**src/rtl/regfile_wb_arbiter.sv**
```systemverilog
// Writeback arbiter: two sources share one register-file write port (fixed priority + starvation guard).
// Optional macro WB_BYPASS_EN adds combinational write-through forwarding for two read ports.
module regfile_wb_arbiter #(
    parameter int unsigned STARVE_LIMIT = 4,
    parameter int unsigned DATA_W       = 32,
    parameter int unsigned ADDR_W       = 5
) (
    input  logic              clk,
    input  logic              rst,
    input  logic              flush,
    input  logic              req0_valid,
    input  logic [ADDR_W-1:0] req0_addr,
    input  logic [DATA_W-1:0] req0_data,
    output logic              req0_ready,
    input  logic              req1_valid,
    input  logic [ADDR_W-1:0] req1_addr,
    input  logic [DATA_W-1:0] req1_data,
    output logic              req1_ready,
    output logic              write_ena,
    output logic [ADDR_W-1:0] regw_addr,
    output logic [DATA_W-1:0] write_data
`ifdef WB_BYPASS_EN
    ,
    input  logic [ADDR_W-1:0] rf_rd1_addr,
    input  logic [DATA_W-1:0] rf_rd1_data,
    input  logic [ADDR_W-1:0] rf_rd2_addr,
    input  logic [DATA_W-1:0] rf_rd2_data,
    output logic [DATA_W-1:0] fwd_rd1_data,
    output logic [DATA_W-1:0] fwd_rd2_data
`endif
);

    localparam int unsigned       CNT_W = 4;
    localparam logic [CNT_W-1:0]  LIMIT = CNT_W'(STARVE_LIMIT);

    logic              grant0;
    logic              grant1;
    logic              starve_hit;

    logic [CNT_W-1:0]  starve_cnt_d, starve_cnt_q;
    logic              write_ena_d,  write_ena_q;
    logic [ADDR_W-1:0] regw_addr_d,  regw_addr_q;
    logic [DATA_W-1:0] write_data_d, write_data_q;

    assign starve_hit = (starve_cnt_q == LIMIT);

    // NOTE: every always_comb output gets a default first, so no path leaves it unassigned (no latch).
    always_comb begin
        grant0 = 1'b0;
        grant1 = 1'b0;
        if (!rst && !flush) begin
            if (starve_hit && req1_valid) begin
                grant1 = 1'b1;
            end else if (req0_valid) begin
                grant0 = 1'b1;
            end else if (req1_valid) begin
                grant1 = 1'b1;
            end
        end
    end

    assign req0_ready = grant0;
    assign req1_ready = grant1;

    // Counts consecutive cycles in which req1 waited and lost; saturates at the limit.
    always_comb begin
        starve_cnt_d = starve_cnt_q;
        if (rst || flush || grant1 || !req1_valid) begin
            starve_cnt_d = '0;
        end else if (!starve_hit) begin
            starve_cnt_d = starve_cnt_q + 1'b1;
        end
    end

    // x0 grants are consumed but never raise write_ena; address/data hold when nothing is written.
    always_comb begin
        write_ena_d  = 1'b0;
        regw_addr_d  = regw_addr_q;
        write_data_d = write_data_q;
        if (grant0 && (req0_addr != '0)) begin
            write_ena_d  = 1'b1;
            regw_addr_d  = req0_addr;
            write_data_d = req0_data;
        end else if (grant1 && (req1_addr != '0)) begin
            write_ena_d  = 1'b1;
            regw_addr_d  = req1_addr;
            write_data_d = req1_data;
        end
    end

    // NOTE: sequential state uses non-blocking assignments so all flops update together at the edge.
    always_ff @(posedge clk) begin
        if (rst) begin
            starve_cnt_q <= '0;
            write_ena_q  <= 1'b0;
            regw_addr_q  <= '0;
            write_data_q <= '0;
        end else begin
            starve_cnt_q <= starve_cnt_d;
            write_ena_q  <= write_ena_d;
            regw_addr_q  <= regw_addr_d;
            write_data_q <= write_data_d;
        end
    end

    assign write_ena  = write_ena_q;
    assign regw_addr  = regw_addr_q;
    assign write_data = write_data_q;

`ifdef WB_BYPASS_EN
    // Covers the cycle a write is presented but not yet committed by the register file.
    always_comb begin
        fwd_rd1_data = rf_rd1_data;
        fwd_rd2_data = rf_rd2_data;
        if (write_ena_q && (regw_addr_q == rf_rd1_addr) && (rf_rd1_addr != '0)) begin
            fwd_rd1_data = write_data_q;
        end
        if (write_ena_q && (regw_addr_q == rf_rd2_addr) && (rf_rd2_addr != '0)) begin
            fwd_rd2_data = write_data_q;
        end
    end
`endif

endmodule

```
**config.mk**
```make
export PLATFORM = sky130hd
export DESIGN_NAME = regfile_wb_arbiter
export DESIGN_NICKNAME = d
export VERILOG_FILES = /design/src/rtl/regfile_wb_arbiter.sv
export SDC_FILE = /design/constraint.sdc
export NUM_CORES = 1
export LEC_CHECK = 0
export ABC_AREA = 0
export CAP_MARGIN = 5
export CORE_MARGIN = 3
export CORE_UTILIZATION = 41
export DETAILED_ROUTE_END_ITERATION = 7
export MAX_ROUTING_LAYER = met4
export PLACE_DENSITY = 0.85
export SLEW_MARGIN = 20
export SYNTH_ARGS = -nofsm -noshare
export SYNTH_HDL_FRONTEND = slang
export SYNTH_SLANG_ARGS = --single-unit
export TNS_END_PERCENT = 30
```
**constraint.sdc**
```tcl
create_clock -name clk -period 3.4 [get_ports clk]
set_clock_uncertainty 0.05 [all_clocks]
set_input_delay 0.51 -clock clk [delete_from_list [all_inputs] [get_ports clk]]
set_output_delay 0.51 -clock clk [all_outputs]
set_load 0.005 [all_outputs]
```
## Yosys cells after proc, flatten, opt, wreduce, memory -nomap -nowiden

Index checks and enable logic that the tools add are counted.

| operators by class | value |
|---|---|
| muxes and demuxes | 13 |
| reduce and logical (&&, ||, !) cells | 14 |
| equal/unequal tests | 1 |
| $add $sub $neg | 1 |

Operators with widths:

| cell | number |
|---|---|
| two-way mux 32 bit | 2 |
| two-way mux 5 bit | 2 |
| nonzero test 5 bit | 2 |
| two-way mux 1 bit | 9 |
| adder 4 x 1 -> 4 bit, second input constant | 1 |
| equality test 4 x 3 -> 1 bit, second input constant | 1 |
| logical AND 1 bit | 4 |
| zero test 1 bit | 3 |
| logical OR 1 bit | 3 |
| nonzero test 2 bit | 1 |
| OR reduction 2 bit | 1 |

| storage, ports and cells | value |
|---|---|
| bits in registers | 42 |
| output and inout port bits | 40 |
| word-level logic and storage cells | 33 |
| input bits | 79 |

## Longest topological paths before layout

Gate-level depths: netlist of the first run.

| logic depth | value |
|---|---|
| depth in word-level cells | 7 |
| depth in mapped cells | 9 |

## Worst setup path after synthesis of the first run

Ideal clock, no wire load.

| path | value |
|---|---|
| path type | input -> output |
| from | input port flush |
| to | output port req1_ready |
| slack | 1.470 ns |
| stages on the path | 5 |
| arrival time | 1.370 ns |
| path buffers | 2 |
| cells stage by stage | or3b_1 -> a21o_1 -> inv_2 -> buf_6 -> buf_4 |

| on the way | value |
|---|---|
| word-level cells in the longest chain between the ends | 3 |

RTL lines:

| item | RTL line | source |
|---|---|---|
| from (decl) | 10 | `input logic flush,` |
| zero test 1 bit | 51 | `if (!rst && !flush) begin` |
| logical AND 1 bit | 51 |  |
| two-way mux 1 bit | 51 |  |
| to (decl) | 18 | `output logic req1_ready,` |

No other way between the ends.

## Worst setup path in the final report of the first run

| path | value |
|---|---|
| from | input port rst |
| to | output port req0_ready |

| on the way | value |
|---|---|
| word-level cells in the longest chain between the ends | 3 |

RTL lines:

| item | RTL line | source |
|---|---|---|
| from (decl) | 9 | `input logic rst,` |
| zero test 1 bit | 51 |  |
| logical AND 1 bit | 51 |  |
| two-way mux 1 bit | 51 |  |
| to (decl) | 14 | `output logic req0_ready,` |

No other way between the ends.

==> results of run 1 <==
==> cell usage in the layout, fill, tap and decap left out, types with 2 or more instances in the layout <==
cell | Yosys | routed
a31oi_1 | 2 | 2
inv_1 | 8 | 8
clkbuf_8 | 0 | 6
buf_4 | 1 | 5
and2_1 | 2 | 2
and3_1 | 32 | 32
clkdlybuf4s50_1 | 0 | 118
nand2b_1 | 2 | 2
a221o_1 | 34 | 34
nor3b_1 | 32 | 32
dfxtp_1 | 42 | 42
nor3_1 | 2 | 2
ha_1 | 2 | 2
a221oi_2 | 3 | 3
a22oi_1 | 3 | 3
o211a_1 | 2 | 2
o21ai_0 | 3 | 3
nor2_1 | 6 | 6
==> metrics by stage <==
stage / instances / utilization (%) / area, sq um / total power [uW] / hold WS, ps
4_1_cts: 389 / 69.72 / 3402 / 1142 / 420.6
5_1_grt: 389 / 69.72 / 3402 / 1189 / 443.5
2_1_floorplan: 211 / - / 2125 / 639.4 / 379.7
3_5_place_dp: 381 / 67.85 / 3311 / 814.0 / 402.9
3_3_place_gp: 381 / 67.85 / 3311 / 809.2 / 394.6
6_report: 389 / 69.72 / 3402 / 1132 / 417.7
==> how the worst max path moves through the flow <==
| stage | slack [ps] | end | startpoint | cells past startpoint |
|---|---|---|---|---|
| global placement | 630 | req0_ready | rst | 4 |
| global route | 470 | req0_ready | starve_cnt_q[0] | 5 |
| CTS | 600 | req0_ready | rst | 4 |
| floorplan | 1470 | req1_ready | flush | 5 |
| detailed placement | 570 | write_data[17] | req1_valid | 7 |
| finish | 610 | req0_ready | rst | 4 |
==> final cells by class <==
cell class / count / area, sq um
Multi-Input combinational cell: 139 / 1114
Tap cell: 67 / 83.83
Fill cell: 403 / 1478
Sequential cell: 42 / 840.8
Clock buffer: 7 / 86.33
Timing Repair Buffer: 124 / 1239
Inverter: 9 / 33.78
Clock inverter: 1 / 5.005
==> state kept, by name, summed over array words and instances (netlist names) <==
signal,flops
write_data,32
regw_addr,5
starve_cnt_q,4
write_ena,1
==> power by group through the flow <==
| stage | Clock [uW] | Combinational [uW] | Sequential [uW] |
|---|---|---|---|
| 6_report | 330 | 263 | 539 |
| 5_1_grt | 365 | 281 | 544 |
| 4_1_cts | 338 | 265 | 539 |
| 3_5_place_dp | 0 | 264 | 550 |
| 3_3_place_gp | 0 | 260 | 550 |
| 2_1_floorplan | 0 | 87.9 | 551 |
==> layer usage <==
metal,part of all wire (%),up-vias,global-route usage [%]
li1,-,1033,-
met1,42,1025,26.47
met2,51,79,39.04
met3,5.3,13,3.944
met4,1.9,0,7.343
met5,0,-,-
==> cell families after synthesis <==
family | share of synthesized area (%)
buffers and inverters | 8.363
xor gates and xnor gates | 0.4123
adders and majority gates | 1.178
AOI/OAI and AO/OA | 22.61
DFF | 39.58
and+or+nand+nor | 27.86
==> results by group, run 1 <==
GRT
  – First-pass GRT wire length: 10760 microns
  – Initial antenna violation count: 0
  – Overall track demand over capacity in global routing: 22.55%
  – Vias in the first global route: 2158
  – GRT Residual Overflow: 0
  – Largest net degree at the start of global routing: 39

Detailed routing
  – Final WL: 6690 microns
  – DR WL/cell: 17.20 microns
  – Initial drt markers: 104
  – Vias: 2150
  – Residual DRC: 0
  – DR pass1 iterations: 4
  – ANT nets after route: 0
  – DR vias/cell: 5.527

Worst setup path
  – Crit-path slowest cell: clkdlybuf4s50_1
  – Crit end category: output port
  – CP max stage delay: 600 ps
  – Most used cell, CP: clkdlybuf4s50_1
  – CP Class: in2out
  – Crit-path cells: clkdlybuf4s50_1, buf_4, nor3_2, clkdlybuf4s50_1
  – Top Family by Delay on Critical Path: buffers and inverters
  – Reg2Reg Depth: 7
  – Worst r2r dst: write_data[30]
  – Reg2Reg Setup Slack: 920 ps
  – Largest fanout on the critical path: 17
  – Worst path required time: 2840 ps
  – Worst Setup Start Kind: primary input
  – R2R Path Start: starve_cnt_q[0]
  – CP bufs+invs: 3
  – WP data arrival: 2230 ps

Power and ir drop
  – Reg power frac: 47.6%
  – Net Sw Frac: 23.36%
  – NetSw: 264.4 uW
  – Comb pwr share: 23.2%
  – Power Dens Cells: 332.7 nW/um^2
  – Peak supply drop: 0.0001940 V
  – P_int: 867.4 uW
  – Clock power share: 29.2%
  – Leakage power: 0.001366 uW

Die
  – Die Y: 77.99 microns
  – Die width: 77.99 microns
  – # IOs: 119
  – Die area: 6082 sq um
  – Core ar.: 4880 sq um
  – Starting Density: 43.54%
  – Num rows: 25

Synth
  – Commonest cells in the netlist: dfxtp_1 (42), a221o_1 (34), and3_1 (32), nor3b_1 (32), clkbuf_1 (10)
  – EDFF count, synth: 0
  – Synth cell types: 35
  – Yosys warnings: 0
  – Synth Area per Inst: 10.07 sq um
  – Post-synthesis sequential area ratio: 39.58%
  – Synth area leaders: dfxtp_1 (40%), a221o_1 (16%), nor3b_1 (11%)
  – Yosys top cell area share: 39.58%
  – Top-count cell post-synth: dfxtp_1
  – Net Count, Synth: 292
  – Area leader, netlist: dfxtp_1
  – Asr flop ratio synth: 0%
  – Synthesized flop and latch total: 42
  – Synth Instances: 211
  – Mapped cell area: 2125 sq um
  – Main synth FF type: dfxtp_1

Clocking
  – CTS Buffer Depth: 2
  – Post-CTS Hold Buffers: 0
  – Post_cts resized: 0
  – CTS HTree Levels: 2
  – Clock tree root driver cell: clkbuf_8
  – Clock latency on the worst-skew pair: 290 ps
  – Worst-path clk slew: 70 ps
  – Post-CTS setup buffer count: 0
  – CTS buffer count: 5
  – Clock tree from TritonCTS: done
  – # clock sinks: 42

Hold path
  – Worst hold path cell count: 1
  – Min-Delay Path Class: reg2reg
  – Worst Hold Launch: starve_cnt_q[0]
  – Hold Path End: starve_cnt_q[0]

Flow run
  – Maxcap violations: 0

Timing
  – Final setup fails: 0
  – Final Hold Fails: 0
  – Tmin final: 2786 ps
  – Max-slew headroom: 65.89%
  – Max Freq: 358.9 MHz
  – Final TNS setup: 0 ps
  – Fin crit share: 81.95%
  – Worst-margin pin slew: 510.0 ps
  – Pins over their slew limit: 0
  – RSZ-0062 raised after global routing: no
  – Final worst slack: 613.8 ps

Placed design
  – Number of port buffers: 118
  – Post-DP HPWL: 4848 microns
  – GP Congestion: 0.8021
  – Pre-CTS WS: 566.9 ps

Finish
  – Layout cells sized above 1: 7.143%
  – Ant. Diodes: 0
  – Nets: 402
  – Area Growth Syn to Fin: 60.13%

Outcome
  – Status: completed
(Power assumes the default switching activity.)
==> run 2: changes to the inputs <==
--- a/config.mk
+++ b/config.mk
@@ -8,10 +8,10 @@
 export ABC_AREA = 0
 export CAP_MARGIN = 5
 export CORE_MARGIN = 3
-export CORE_UTILIZATION = 41
+export CORE_UTILIZATION = 39
 export DETAILED_ROUTE_END_ITERATION = 7
 export MAX_ROUTING_LAYER = met4
-export PLACE_DENSITY = 0.85
+export PLACE_DENSITY = 0.81
 export SLEW_MARGIN = 20
 export SYNTH_ARGS = -nofsm -noshare
 export SYNTH_HDL_FRONTEND = slang
==> constraint.sdc (replaced) <==
create_clock -name clk -period 2.8 [get_ports clk]
set_clock_uncertainty 0.05 [all_clocks]
set_input_delay 0.42 -clock clk [delete_from_list [all_inputs] [get_ports clk]]
set_output_delay 0.42 -clock clk [all_outputs]
set_load 0.005 [all_outputs]
==> run 2 against run 1 <==
  * Sequential power up 21%
  * Die area rose by 4.7%
  * Sequential share of layout area fell by 0.15 points
  * Via count rose by 1.5%
  * First-iteration DRC count increased by 36%
  * Power grew 19%
  * Worst hold slack improved by 1.1 ps
  * Clock power grew 13%
  * Critical path depth rose by 1
  * Final area up 0.63%
  * Critical endpoint is now req1_ready
  * Largest cell class unchanged
  * Highest routed layer unchanged
==> results by group, run 2 (synthesized netlist as in run 1, its figures left out) <==
Outcome
  – Status: completed (unchanged)

Power and ir drop
  – Comb pwr share: 23.8% (was 23.2%)
  – Leakage power: 0.001379 uW (was 0.001366 uW)
  – NetSw: 318.2 uW (was 264.4 uW)
  – Peak supply drop: 0.0003551 V (was 0.0001940 V)
  – Power Dens Cells: 394.3 nW/um^2 (was 332.7 nW/um^2)
  – Reg power frac: 48.5% (was 47.6%)
  – Net Sw Frac: 23.57% (was 23.36%)
  – Clock power share: 27.7% (was 29.2%)
  – P_int: 1032 uW (was 867.4 uW)

Detailed routing
  – Vias: 2183 (was 2150)
  – DR WL/cell: 16.41 microns (was 17.20 microns)
  – DR pass1 iterations: 4 (unchanged)
  – ANT nets after route: 0 (unchanged)
  – Initial drt markers: 141 (was 104)
  – Residual DRC: 0 (unchanged)
  – DR vias/cell: 5.527 (about the same)
  – Final WL: 6481 microns (was 6690 microns)

Die
  – Die Y: 79.81 microns (was 77.99 microns)
  – Core ar.: 5172 sq um (was 4880 sq um)
  – Starting Density: 41.07% (was 43.54%)
  – Num rows: 26 (was 25)
  – Die width: 79.81 microns (was 77.99 microns)
  – Die area: 6369 sq um (was 6082 sq um)
  – # IOs: 119 (unchanged)

Placed design
  – Post-DP HPWL: 4733 microns (was 4848 microns)
  – Number of port buffers: 118 (unchanged)
  – GP Congestion: 0.7516 (was 0.8021)

Worst setup path
  – WP data arrival: 2070 ps (was 2230 ps)
  – Reg2Reg Depth: 7 (unchanged)
  – Most used cell, CP: clkdlybuf4s50_1 (unchanged)
  – Crit-path slowest cell: clkdlybuf4s50_1 (unchanged)
  – Crit end category: output port (unchanged)
  – CP Class: in2out (unchanged)
  – Largest fanout on the critical path: 4 (was 17)
  – CP max stage delay: 530 ps (was 600 ps)
  – Worst Setup Start Kind: primary input (unchanged)
  – Crit-path cells: clkdlybuf4s50_1, or3b_1, a21o_1, inv_2, clkdlybuf4s50_1 (was clkdlybuf4s50_1, buf_4, nor3_2, clkdlybuf4s50_1)
  – Worst path required time: 2330 ps (was 2840 ps)

Flow run
  – Maxcap violations: 0 (unchanged)

Finish
  – Max reg flops: 32 (unchanged)
  – Layout cells sized above 1: 8.000% (was 7.143%)
  – Nets: 405 (was 402)
  – Most frequent cells in the layout: clkdlybuf4s50_1 (118), dfxtp_1 (42), a221o_1 (34), nor3b_1 (32), and3_1 (32) (unchanged)
  – Filler cells: 445 (was 403)
  – Area Growth Syn to Fin: 61.13% (was 60.13%)
  – Commonest non-fill, non-tap cell in the layout: clkdlybuf4s50_1 (unchanged)
  – Ant. Diodes: 0 (unchanged)

GRT
  – Initial antenna violation count: 0 (unchanged)
  – First-pass GRT wire length: 10480 microns (was 10760 microns)
  – Overall track demand over capacity in global routing: 20.95% (was 22.55%)
  – Largest net degree at the start of global routing: 39 (unchanged)
  – GRT Residual Overflow: 0 (unchanged)
  – Vias in the first global route: 2136 (was 2158)

Timing
  – Max Freq: 394.3 MHz
  – RSZ-0062 raised after global routing: no (unchanged)
  – Final Hold Fails: 0 (unchanged)
  – Pins over their slew limit: 0 (unchanged)
  – Final TNS setup: 0 ps (unchanged)
  – Fin crit share: 90.57%
  – Tmin final: 2536 ps
  – Final setup fails: 0 (unchanged)
  – Max-slew headroom: 70.74% (was 65.89%)
  – Worst-margin pin slew: 438.9 ps (was 510.0 ps)
  – Final hold slack: 418.8 ps (was 417.7 ps)

Clocking
  – Clock latency on the worst-skew pair: 270 ps (was 290 ps)
  – Post-CTS setup buffer count: 0 (unchanged)
  – Clock tree from TritonCTS: done (unchanged)
  – Post-CTS Hold Buffers: 0 (unchanged)
  – CTS buffer count: 5 (unchanged)
  – CTS HTree Levels: 2 (unchanged)
  – # clock sinks: 42 (unchanged)
  – CTS Buffer Depth: 2 (unchanged)
  – Worst-path clk slew: 70 ps (about the same)
  – Post_cts resized: 0 (unchanged)
  – Clock tree root driver cell: clkbuf_8 (unchanged)

Hold path
  – Min-Delay Path Class: reg2reg (unchanged)
  – Worst hold path cell count: 1 (unchanged)
[run 2: changes by cell type in the layout (fill, tap and decap cells not counted)]
cell / previous run / this run
buf_4: 5 / 8
clkbuf_8: 6 / 5
clkinv_4: 0 / 1
[run 2: worst paths after layout]
kind,startpoint,to,slack [ps]
max,req1_valid,req1_ready,260
min,starve_cnt_q[0],starve_cnt_q[0],420
max reg2reg,starve_cnt_q[0],write_data[6],730
min reg2reg,starve_cnt_q[0],starve_cnt_q[0],420
[run 2: layer usage]
layer	track usage, %	wire (microns)	up-vias
met5	-	0	-
met4	7.770	221	0
met1	24.91	2713	1028
met2	34.89	3115	90
li1	-	-	1047
met3	4.402	430	18
[run 2: critical path: cells and delay by family]
| family | cells | cell delay, ps |
|---|---|---|
| buf+inv | 3 | 1090 |
| compound gates | 1 | 200 |
| simple gates | 1 | 350 |
[run 2: layout make-up]
cell class,count,area (sq um),area share (%)
Multi-Input combinational cell,139,1114,32.53
Clock buffer,6,72.57,2.120
Inverter,9,33.78,0.9868
Clock inverter,2,13.76,0.4020
Tap cell,70,87.58,2.558
Sequential cell,42,840.8,24.56
Timing Repair Buffer,127,1261,36.84
[run 2: per-stage QoR]
step,total power [uW],utilization (%),cells,setup slack (ps),cell area [sq um]
after global routing,1414,66.18,395,176.3,3423
after CTS,1364,66.18,395,266.9,3423
after floorplan,776.4,-,211,894.8,2125
after global placement,985.3,64.51,387,222.7,3337
after detailed placement,990.5,64.51,387,204.6,3337
final,1350,66.18,395,264.0,3423
[run 2: power by group through the flow]
stage / clock network [uW] / registers, uW / logic, uW
final: 374 / 654 / 321
after global placement: 0 / 667 / 318
after floorplan: 0 / 670 / 107
after CTS: 386 / 654 / 324
after detailed placement: 0 / 668 / 322
after global routing: 410 / 660 / 344
